File: config.mk
export PLATFORM = sky130hd
export DESIGN_NAME = pll_lock_reset_seq
export DESIGN_NICKNAME = d
export VERILOG_FILES = /design/src/rtl/pll_rst_pkg.sv /design/src/rtl/bit_sync.sv /design/src/rtl/pll_lock_reset_seq.sv
export SDC_FILE = /design/constraint.sdc
export NUM_CORES = 1
export LEC_CHECK = 0
export BUFFER_PORTS_ARGS = -buffer_cell sky130_fd_sc_hd__buf_4
export CORE_MARGIN = 10
export CORE_UTILIZATION = 37
export CTS_BUF_LIST = sky130_fd_sc_hd__clkbuf_4 sky130_fd_sc_hd__clkbuf_8
export CTS_CLUSTER_DIAMETER = 40
export DETAILED_ROUTE_END_ITERATION = 8
export PLACE_DENSITY_LB_ADDON = 0.12
export SLEW_MARGIN = 0
export SYNTH_ARGS = -nofsm -noshare
export SYNTH_HDL_FRONTEND = slang
export SYNTH_SLANG_ARGS = --single-unit
export TNS_END_PERCENT = 20
File: constraint.sdc
create_clock -name clk -period 4.2 [get_ports clk]
set_input_delay 0.21 -clock clk [delete_from_list [all_inputs] [get_ports clk]]
set_output_delay 0.21 -clock clk [all_outputs]
set_load 0.01 [all_outputs]
File: src/rtl/pll_rst_pkg.sv
// Shared types and default constants for the PLL lock / reset sequencer.
// State encoding is visible on state_o, so it is fixed here.
package pll_rst_pkg;

  typedef enum logic [1:0] {
    WAIT_LOCK = 2'd0,
    STABLE    = 2'd1,
    HOLD      = 2'd2,
    RUN       = 2'd3
  } state_t;

  localparam int DEF_SYNC_STAGES        = 2;
  localparam int DEF_LOCK_STABLE_CYCLES = 1024;
  localparam int DEF_RESET_HOLD_CYCLES  = 16;
  localparam int DEF_LOSS_CNT_W         = 8;

  function automatic int max_i(input int a, input int b);
    return (a > b) ? a : b;
  endfunction

endpackage

File: src/rtl/bit_sync.sv
// Multi-flop synchronizer for a single asynchronous level.
// Cleared asynchronously so the synced level reads 0 while in reset.
module bit_sync #(
  parameter int STAGES = 2
) (
  input  logic clk,
  input  logic rst_n,
  input  logic d_i,
  output logic q_o
);

  logic [STAGES-1:0] sync_q;

  always_ff @(posedge clk or negedge rst_n) begin
    if (!rst_n) begin
      sync_q <= '0;
    end else begin
      sync_q <= {sync_q[STAGES-2:0], d_i};
    end
  end

  assign q_o = sync_q[STAGES-1];

endmodule

File: src/rtl/pll_lock_reset_seq.sv
// Turns the asynchronous PLL lock flag into a qualified, held system reset.
// Lock loss in RUN drops reset on the next FSM edge and bumps a saturating counter.
module pll_lock_reset_seq
  import pll_rst_pkg::*;
#(
  parameter int SYNC_STAGES        = DEF_SYNC_STAGES,
  parameter int LOCK_STABLE_CYCLES = DEF_LOCK_STABLE_CYCLES,
  parameter int RESET_HOLD_CYCLES  = DEF_RESET_HOLD_CYCLES,
  parameter int LOSS_CNT_W         = DEF_LOSS_CNT_W
) (
  input  logic                  clk,
  input  logic                  rst_n,
  input  logic                  pll_lock,
  input  logic                  soft_rst_req,
  output logic                  sys_rst_n,
  output logic                  lock_synced,
  output logic [1:0]            state_o,
  output logic [LOSS_CNT_W-1:0] loss_count
);

  localparam int CW = max_i(1,
    $clog2(max_i(LOCK_STABLE_CYCLES, RESET_HOLD_CYCLES)));
  localparam logic [CW-1:0] STB_LAST = CW'(LOCK_STABLE_CYCLES - 1);
  localparam logic [CW-1:0] HLD_LAST = CW'(RESET_HOLD_CYCLES - 1);

  state_t                  state_q, state_d;
  logic [CW-1:0]           cnt_q, cnt_d;
  logic [LOSS_CNT_W-1:0]   loss_q, loss_d;
  logic                    rst_q, rst_d;

  bit_sync #(
    .STAGES(SYNC_STAGES)
  ) u_lock_sync (
    .clk  (clk),
    .rst_n(rst_n),
    .d_i  (pll_lock),
    .q_o  (lock_synced)
  );

  always_ff @(posedge clk or negedge rst_n) begin
    if (!rst_n) begin
      state_q <= WAIT_LOCK;
      cnt_q   <= '0;
      loss_q  <= '0;
      rst_q   <= 1'b0;
    end else begin
      state_q <= state_d;
      cnt_q   <= cnt_d;
      loss_q  <= loss_d;
      rst_q   <= rst_d;
    end
  end

  always_comb begin
    state_d = state_q;
    cnt_d   = cnt_q;
    loss_d  = loss_q;
    unique case (state_q)
      WAIT_LOCK: begin
        if (lock_synced) begin
          state_d = STABLE;
          cnt_d   = '0;
        end
      end
      STABLE: begin
        if (!lock_synced) begin
          state_d = WAIT_LOCK;
        end else if (cnt_q == STB_LAST) begin
          state_d = HOLD;
          cnt_d   = '0;
        end else begin
          cnt_d = cnt_q + CW'(1);
        end
      end
      HOLD: begin
        if (!lock_synced) begin
          state_d = WAIT_LOCK;
        end else if (cnt_q == HLD_LAST) begin
          state_d = RUN;
        end else begin
          cnt_d = cnt_q + CW'(1);
        end
      end
      RUN: begin
        // lock loss takes priority over a coincident soft request
        if (!lock_synced) begin
          state_d = WAIT_LOCK;
          if (loss_q != '1) begin
            loss_d = loss_q + LOSS_CNT_W'(1);
          end
        end else if (soft_rst_req) begin
          state_d = HOLD;
          cnt_d   = '0;
        end
      end
      default: state_d = WAIT_LOCK;
    endcase
  end

  always_comb begin
    rst_d = (state_d == RUN);
  end

  assign sys_rst_n  = rst_q;
  assign state_o    = state_q;
  assign loss_count = loss_q;

endmodule

Word level (Yosys, flattened, before mapping). Index checks and enable logic that the tools add are counted.

Add/subtract/negate cells: 2. Eq/ne operators: 13. Muxes and demuxes: 16. Bitwise logic cells: 1. Reductions and logical operators: 3.

Operators with widths (number): $mux W10 (7); $pmux W10 S4 (1); $mux W2 (7); $add A10 B1 Y10 const B (1); $eq A10 B10 Y1 const B (1); $eq A10 B4 Y1 const B (1); $add A8 B1 Y8 const B (1); $ne A2 B1 Y1 const B (4); $ne A8 B8 Y1 const B (1); $pmux W2 S4 (1); $eq A2 B2 Y1 const B (3); $reduce_and A6 Y1 (1); $ne A2 B2 Y1 const B (2); $reduce_and A3 Y1 (1); $eq A2 B1 Y1 const B (1); $logic_not A2 Y1 (1); $not A1 Y1 (1).

Bits in registers: 23. Bits of input ports: 4. Output and inout port bits: 12. Word-level logic and storage cells: 40.

Longest topological paths before layout. Gate-level depths: netlist of run 1.

Depth after elaboration: 5. Depth in mapped cells: 7. Mapped depth without buffers: 6.

Modules after synthesis. A second synthesis of run 1 with hierarchy kept.

Cells, all modules: 125. Area, all modules: 1287.5 um^2.

By module, submodules not included: pll_lock_reset_seq (times used 1, cells each 123, area an instance 1237.4 um^2, sequential area each 525.5 um^2); bit_sync (times used 1, cells each 2, area an instance 50.0 um^2, sequential area each 50.0 um^2).

Worst setup path after synthesis of run 1. OpenSTA, ideal clock, no wires.

Path kind: register -> register. Start point: reg state_q[0], in the netlist state_o[0]. End point: reg cnt_q[3]. Setup time: 126 ps. Data arrival time: 1802 ps. Required time: 4074 ps. Setup slack: 2272 ps. Cell stages (with the launch flop): 8. Buffers on the path: 1. Period minus slack after synthesis: 1928 ps. Cells stage by stage: dfrtp_1 -> inv_1 -> ha_1 -> nor3_1 -> o2bb2ai_1 -> clkbuf_1 -> nor3_1 -> a221o_1.

Word-level cells in the longest chain between the ends: 3. Elaborated cells between the ends (all ways): 12. Classes of those cells: eq/ne: 9; mux: 1; reduce/logical: 2.

Ends and longest elaborated chain: start: declaration (RTL line pll_lock_reset_seq.sv:26) `state_t state_q, state_d;`; start signal: assignment (RTL line pll_lock_reset_seq.sv:47) `state_q <= state_d;`; $eq A2 B1 Y1 (tied with other cells) (RTL line pll_lock_reset_seq.sv:58) `unique case (state_q)`; $ne A2 B1 Y1 (no source line) or $ne A2 B2 Y1 (tied branches); $reduce_and A6 Y1 (no source line); end signal: assignment (RTL line pll_lock_reset_seq.sv:48) `cnt_q <= cnt_d;`; end: declaration (RTL line pll_lock_reset_seq.sv:27) `logic [CW-1:0] cnt_q, cnt_d;`.

Several ways; a longest one is shown, not always the timed one. A chain may end at the register's enable or synchronous reset.

Final worst setup path of run 1. Same ends and word-level chain as after synthesis.

==> impl_metrics.env, run 1 <==
export IMPL_finalNonFillerCells=198
export IMPL_synth_top_area_share_pct=43.68
export IMPL_gpl_final_weighted_congestion=0.8611
export IMPL_syn_nets=144
export IMPL_power_density_mw_per_mm2=321.3
export IMPL_grt_overflow_total=0
export IMPL_finalHoldViolations=0
export IMPL_die_h_um=79.67
export IMPL_fillerInstances=329
export IMPL_clk_pin_slew_ns=0.14
export IMPL_grt_pass1_vias=1094
export IMPL_yosys_warnings=0
export IMPL_grt_max_degree=24
export IMPL_tightest_slew_ns=0.9160
export IMPL_whs_ns=0.2825
export IMPL_clock_tree_root_cell="clkbuf_4"
export IMPL_max_stage_delay_ns=0.74
export IMPL_synth_top_area_cell="dfrtp_1"
export IMPL_rows=21
export IMPL_p_total_uw=490.5
export IMPL_postSynthAreaPerCell_um2=9.906
export IMPL_ios=16
export IMPL_cellLeakagePower_nw=0.6922
export IMPL_setup_viol=0
export IMPL_antennaDiodeCount=0
export IMPL_initial_core_util_pct=38.87
export IMPL_critPathSlowestCell="o2bb2ai_1"
export IMPL_cts_htree_levels=1
export IMPL_netlist_instances=133
export IMPL_postRouteAntennaNets=0
export IMPL_dr_first_iter_drc_count=99
export IMPL_cts_tree="done"
export IMPL_drt_total_wl_um=2884
export IMPL_drt_pass1_iter_count=4
export IMPL_ys_ff_latch=23
export IMPL_antenna_found_initial=0
export IMPL_path_common_cell="nor3_1"
export IMPL_cap_violations=0
export IMPL_synth_area_mm2=0.001318
export IMPL_timing_fmax_ghz=0.4271
export IMPL_hold_path_class="input pin to register"
export IMPL_vias=1092
export IMPL_crit_type="register to register"
export IMPL_use_met2_pct=15.21
export IMPL_layout_drive_gt1_share_pct=16.45
export IMPL_nets=164
export IMPL_cts_inserted_buffers=3
export IMPL_portBuffers=15
export IMPL_grt_busiest_layer="met2"
export IMPL_multi_input_area_um2=706.9
export IMPL_insertion_delay_ns=0.33
export IMPL_die_area_mm2=0.006347
export IMPL_grtUsageMet1_pct=11.64
export IMPL_clk_path_buf_depth=2
export IMPL_ys_seq_area_share_pct=43.68
export IMPL_slew_violations=0
export IMPL_critical_path_startpoint_type="register"
export IMPL_avgViaCountPerCell=5.515
export IMPL_peakVddDrop_mv=0.1478
export IMPL_worstSetupEndpointType="register"
export IMPL_post_synth_num_cell_types=40
export IMPL_wl_per_cell_um=14.57
export IMPL_dpl_cell_count=192
export IMPL_path_cells="inv_1 -> ha_1 -> nor3_1 -> o2bb2ai_1 -> nor3_1 -> a221o_1"
export IMPL_critPathRequiredTime_ns=4.41
export IMPL_fin_tns_setup_ns=0
export IMPL_grt_pass1_wl_um=5030
export IMPL_ctsResizeCount=0
export IMPL_clock_skew_ns=0.01776
export IMPL_clock_sinks=23
export IMPL_drc=0
export IMPL_rsz0062_at_grt="false"
export IMPL_core_area_mm2=0.003390
export IMPL_cp_arrival_ns=2.55
export IMPL_use_met3_pct=2.477
export IMPL_status="finished clean"
export IMPL_syn2layout_area_growth_pct=15.86
export IMPL_hpwl_um=2152
export IMPL_crit_fanout=15
export IMPL_synth_area_leaders="dfrtp_1 44%, ha_1 6.6%, xor2_1 4.0%, nand3_1 3.0%, o31ai_1 2.8%"
export IMPL_maxSlewHeadroom_pct=38.93
export IMPL_grtUsageTotal_pct=9.671
export IMPL_min_period_ns=2.342
export IMPL_min_period_over_period_pct=55.75
export IMPL_die_w_um=79.67
export IMPL_seq_area_um2=575.6
[worst paths after layout]
kind / startpoint / end / slack (ns) / depth (start not counted)
max: state_o[0]$_DFF_PN0_ / cnt_q[3]$_DFFE_PN0P_ / 1.86 / 6
min: soft_rst_req / state_o[1]$_DFF_PN0_ / 0.28 / 3
max reg2reg: state_o[0]$_DFF_PN0_ / cnt_q[3]$_DFFE_PN0P_ / 1.86 / 6
min reg2reg: u_lock_sync.sync_q[0]$_DFF_PN0_ / u_lock_sync.sync_q[1]$_DFF_PN0_ / 0.37 / 0
max in group asynchronous: rst_n / cnt_q[3]$_DFFE_PN0P_ / 3.66 / 2
min in group asynchronous: rst_n / loss_count[3]$_DFFE_PN0P_ / 0.29 / 2
[synthesized netlist by cell type]
cell and number:
a211oi_1 1, buf_2 1, xor2_1 6, nor2b_1 3, nand2_1 5, a21oi_1 5, and4_1 1, nand4b_1 1
o21a_1 1, a41oi_2 1, inv_1 7, nor3_1 7, dfrtp_1 23, a22o_1 1, a2111oi_0 1, o22a_1 1
and3_1 2, a21o_1 1, nand2b_1 3, a221o_1 1, o21ai_1 6, nor3b_2 1, nand3_1 8, o31a_1 2
o21ai_0 4, mux2_2 1, nor4_4 1, o2bb2ai_1 1, or4_4 2, or3_1 3, nor2_1 9, ha_1 7
a22oi_1 1, nand4_1 3, o21bai_1 1, or4_1 3, o22ai_1 1, xnor2_1 1, clkbuf_1 1, o31ai_1 5
[area by class of cell]
| cell class | instances | area share, % |
|---|---|---|
| sequential | 23 | 37.71 |
| timing repair buffer | 17 | 8.689 |
| tap | 46 | 3.771 |
| multi-input combinational | 101 | 46.31 |
| clock buffer | 3 | 1.475 |
| inverter | 7 | 1.721 |
| clock inverter | 1 | 0.3279 |
[cell usage in the layout (no fill, tap or decap), drive strengths merged, types with 2 or more instances in the layout]
master / Yosys / final
a21oi: 5 / 5
and3: 2 / 2
buf: 1 / 15
clkbuf: 1 / 3
dfrtp: 23 / 23
dlygate4sd3: 0 / 2
ha: 7 / 7
inv: 7 / 7
nand2: 5 / 5
nand2b: 3 / 3
nand3: 8 / 8
nand4: 3 / 3
nor2: 9 / 9
nor2b: 3 / 3
nor3: 7 / 7
o21ai: 10 / 10
o31a: 2 / 2
o31ai: 5 / 5
or3: 3 / 3
or4: 5 / 5
xor2: 6 / 6
[repair_timing]
| action | 4_1_cts | 5_1_grt |
|---|---|---|
| hold buffers | 2 | 0 |
| setup buffers | 0 | 0 |
| hold endpoints to repair | 24 | 0 |
| endpoints found under the setup margin | 0 | 0 |
[worst max-delay path, delay by kind of cell, from the launching register on]
kind,cells,cell delay [ns]
AOI/OAI and AO/OA,2,1.07
adders and majority gates,1,0.30
buffers and inverters,1,0.13
DFF,1,0.47
and+or+nand+nor,2,0.25
[layer usage]
metal  vias to the layer above  wire (µm)  part of all wire (%)
met5                         -          0                     0
met4                         0         60                   2.1
met3                         6        123                   4.3
met2                        20       1349                    47
met1                       538       1350                    47
li1                        528          -                     -
[power breakdown]
group          switching (mW)  leakage, nW  internal, mW
combinational          0.0849        0.360        0.0526
clock                  0.0703       0.0177        0.0357
sequential             0.0147        0.315         0.232
total                   0.170        0.692         0.321
[sequential cells by signal, summed over array words and instances (netlist names)]
signal / cells
state_o: 2
sys_rst_n: 1
cnt_q: 10
u_lock_sync.sync_q: 2
loss_count: 8
[cells by family (layout without fill, tap and decap cells)]
group	Yosys count	after routing	synth area share (%)
AO/OA/AOI/OAI	34	34	17.86
XOR/XNOR	7	7	4.653
adder cells (fa/ha/maj)	7	7	6.647
buffers and inverters	9	28	2.659
flip-flops	23	23	43.68
multiplexers	1	1	0.8546
AND/OR/NAND/NOR	52	52	23.65
[stage by stage]
stage	instance area, µm²	utilization, %	setup WS, ns
final	1526	45.04	1.858
after global routing	1526	45.04	1.665
after CTS	1526	45.04	1.874
after detailed placement	1479	43.63	1.899
after global placement	1479	43.63	1.983
after floorplan	1318	-	2.272
Note: power is estimated with default switching activity, not from simulation.
==> inputs of run 2 (changes only) <==
clock period = 2.4 ns   (was 4.2 ns; I/O delays follow)
==> run 2 against run 1 <==
Compared with the run above:
- via count is 1.0% higher
- final cell count is 2.0% higher
- sequential share of layout area is 0.73 points lower
- non-clock buffer count is 4 higher
- routed wire length hardly changed
- largest cell class unchanged
- critical endpoint is now cnt_q[4]$_DFFE_PN0P_
- maximum frequency is 8.8% higher
- utilization is 0.89 points higher
- cell area is 2.0% higher
==> impl_metrics.env, run 2 (synthesized netlist as in run 1, its figures left out) <==
export IMPL_maxSlewHeadroom_pct=56.39
export IMPL_fillerInstances=325
export IMPL_die_area_mm2=0.006347
export IMPL_portBuffers=15
export IMPL_ios=16
export IMPL_initial_core_util_pct=38.87
export IMPL_wl_per_cell_um=14.27
export IMPL_postRouteAntennaNets=0
export IMPL_die_w_um=79.67
export IMPL_fin_tns_setup_ns=0
export IMPL_crit_type="register to register"
export IMPL_post_cts_buffers=0
export IMPL_critPathRequiredTime_ns=2.64
export IMPL_setup_viol=0
export IMPL_clock_sinks=23
export IMPL_timing_fmax_ghz=0.4644
export IMPL_insertion_delay_ns=0.30
export IMPL_r2r_end="cnt_q[4]$_DFFE_PN0P_"
export IMPL_cap_violations=0
export IMPL_antennaDiodeCount=0
export IMPL_power_share_sequential_pct=50.2
export IMPL_sw_frac_of_total_pct=33.43
export IMPL_r2r_slack_ns=0.25
export IMPL_avgViaCountPerCell=5.460
export IMPL_tightest_slew_ns=0.6541
export IMPL_p_total_uw=864.0
export IMPL_layout_drive_gt1_share_pct=18.59
export IMPL_final_common_cell="dfrtp_1"
export IMPL_reg2reg_depth=7
export IMPL_clk_pin_slew_ns=0.12
export IMPL_hold_buffers=2
export IMPL_pwr_share_comb_pct=29.7
export IMPL_grt_max_degree=24
export IMPL_cts_htree_levels=1
export IMPL_rows=21
export IMPL_critical_path_startpoint_type="register"
export IMPL_hpwl_um=2203
export IMPL_final_area_mm2=0.001556
export IMPL_p_sw_uw=288.8
export IMPL_place_area_mm2=0.001509
export IMPL_peakVddDrop_mv=0.2327
export IMPL_syn2layout_area_growth_pct=18.14
export IMPL_hold_path_class="input pin to asynchronous set/reset pin"
export IMPL_grt_pass1_vias=1103
export IMPL_cts_tree="done"
export IMPL_grt_overflow_total=0
export IMPL_core_area_mm2=0.003390
export IMPL_p_clk_share_pct=20.1
export IMPL_drt_total_wl_um=2882
export IMPL_finalHoldViolations=0
export IMPL_regMostFlops="cnt_q"
export IMPL_clock_skew_ns=0.002029
export IMPL_worstSetupEndpointType="register"
export IMPL_gpl_final_weighted_congestion=0.8407
export IMPL_clk_path_buf_depth=2
export IMPL_dr_first_iter_drc_count=85
export IMPL_min_period_ns=2.153
export IMPL_drt_pass1_iter_count=4
export IMPL_crit_fanout=10
export IMPL_power_density_mw_per_mm2=555.1
export IMPL_ctsResizeCount=0
export IMPL_drc=0
export IMPL_rsz0062_at_grt="false"
export IMPL_die_h_um=79.67
export IMPL_slew_violations=0
export IMPL_vias=1103
export IMPL_antenna_found_initial=0
export IMPL_final_cell_mix="23 x dfrtp_1, 19 x buf_4, 9 x nor2_1"
export IMPL_grt_pass1_wl_um=5078
export IMPL_r2r_start="state_o[0]$_DFF_PN0_"
export IMPL_p_int_uw=575.2
export IMPL_cp_arrival_ns=2.39
export IMPL_min_period_over_period_pct=89.71
export IMPL_cts_inserted_buffers=3
export IMPL_status="finished clean"
export IMPL_nets=168
export IMPL_clock_tree_root_cell="clkbuf_4"
export IMPL_cellLeakagePower_nw=0.7119
export IMPL_grtUsageTotal_pct=9.785
export IMPL_largest_reg_flops=10
run 2: power by group through the flow:
stage	clock network [mW]	registers, mW	logic, mW
6_report	0.173	0.434	0.257
5_1_grt	0.200	0.439	0.296
4_1_cts	0.190	0.433	0.259
3_5_place_dp	0	0.440	0.255
3_3_place_gp	0	0.439	0.257
2_1_floorplan	0	0.439	0.166
run 2: layout make-up:
class                   count  area (µm²)  area share (%)
clock buffers               3       22.52           1.447
clock inverters             1       5.005          0.3215
inverters                   7       26.28           1.688
multi-input cells         101       706.9           45.42
flip-flops and latches     23       575.6           36.98
well taps                  46       57.56           3.698
repair buffers             21       162.7           10.45
run 2: through the flow:
| step | util (%) | setup slack, ns | cells | hold WS [ns] |
|---|---|---|---|---|
| after floorplan | - | 0.4715 | 133 | -0.1756 |
| after global placement | 44.52 | 0.3629 | 196 | 0.02740 |
| after detailed placement | 44.52 | 0.2943 | 196 | 0.03167 |
| after CTS | 45.92 | 0.2650 | 202 | 0.2140 |
| after global routing | 45.92 | 0.06961 | 202 | 0.2356 |
| final | 45.92 | 0.2469 | 202 | 0.2295 |
run 2: worst max path at each step:
stage,to,cells after the start,from,slack (ns)
after CTS,cnt_q[4]$_DFFE_PN0P_,7,state_o[0]$_DFF_PN0_,0.27
after floorplan,cnt_q[3]$_DFFE_PN0P_,7,state_o[0]$_DFF_PN0_,0.47
final,cnt_q[4]$_DFFE_PN0P_,7,state_o[0]$_DFF_PN0_,0.25
after global placement,cnt_q[2]$_DFFE_PN0P_,7,state_o[0]$_DFF_PN0_,0.36
after global routing,cnt_q[4]$_DFFE_PN0P_,7,state_o[0]$_DFF_PN0_,0.07
after detailed placement,cnt_q[5]$_DFFE_PN0P_,7,state_o[0]$_DFF_PN0_,0.29
run 2: critical path: stages, from the launching register on:
cell and delay, ns:
dfrtp_1 0.46, inv_1 0.11, ha_1 0.29, nor3_1 0.20, o2bb2ai_1 0.24, buf_4 0.24
or4_1 0.41, o21ai_1 0.13
run 2: per-layer routing:
metal / wire, µm / up-vias / GRT usage, % / part of all wire (%)
met1: 1268 / 528 / 11.90 / 44
li1: - / 544 / - / -
met4: 46 / 0 / 4.839 / 1.6
met3: 129 / 4 / 2.252 / 4.5
met5: 0 / - / 0 / 0
met2: 1436 / 27 / 15.78 / 50
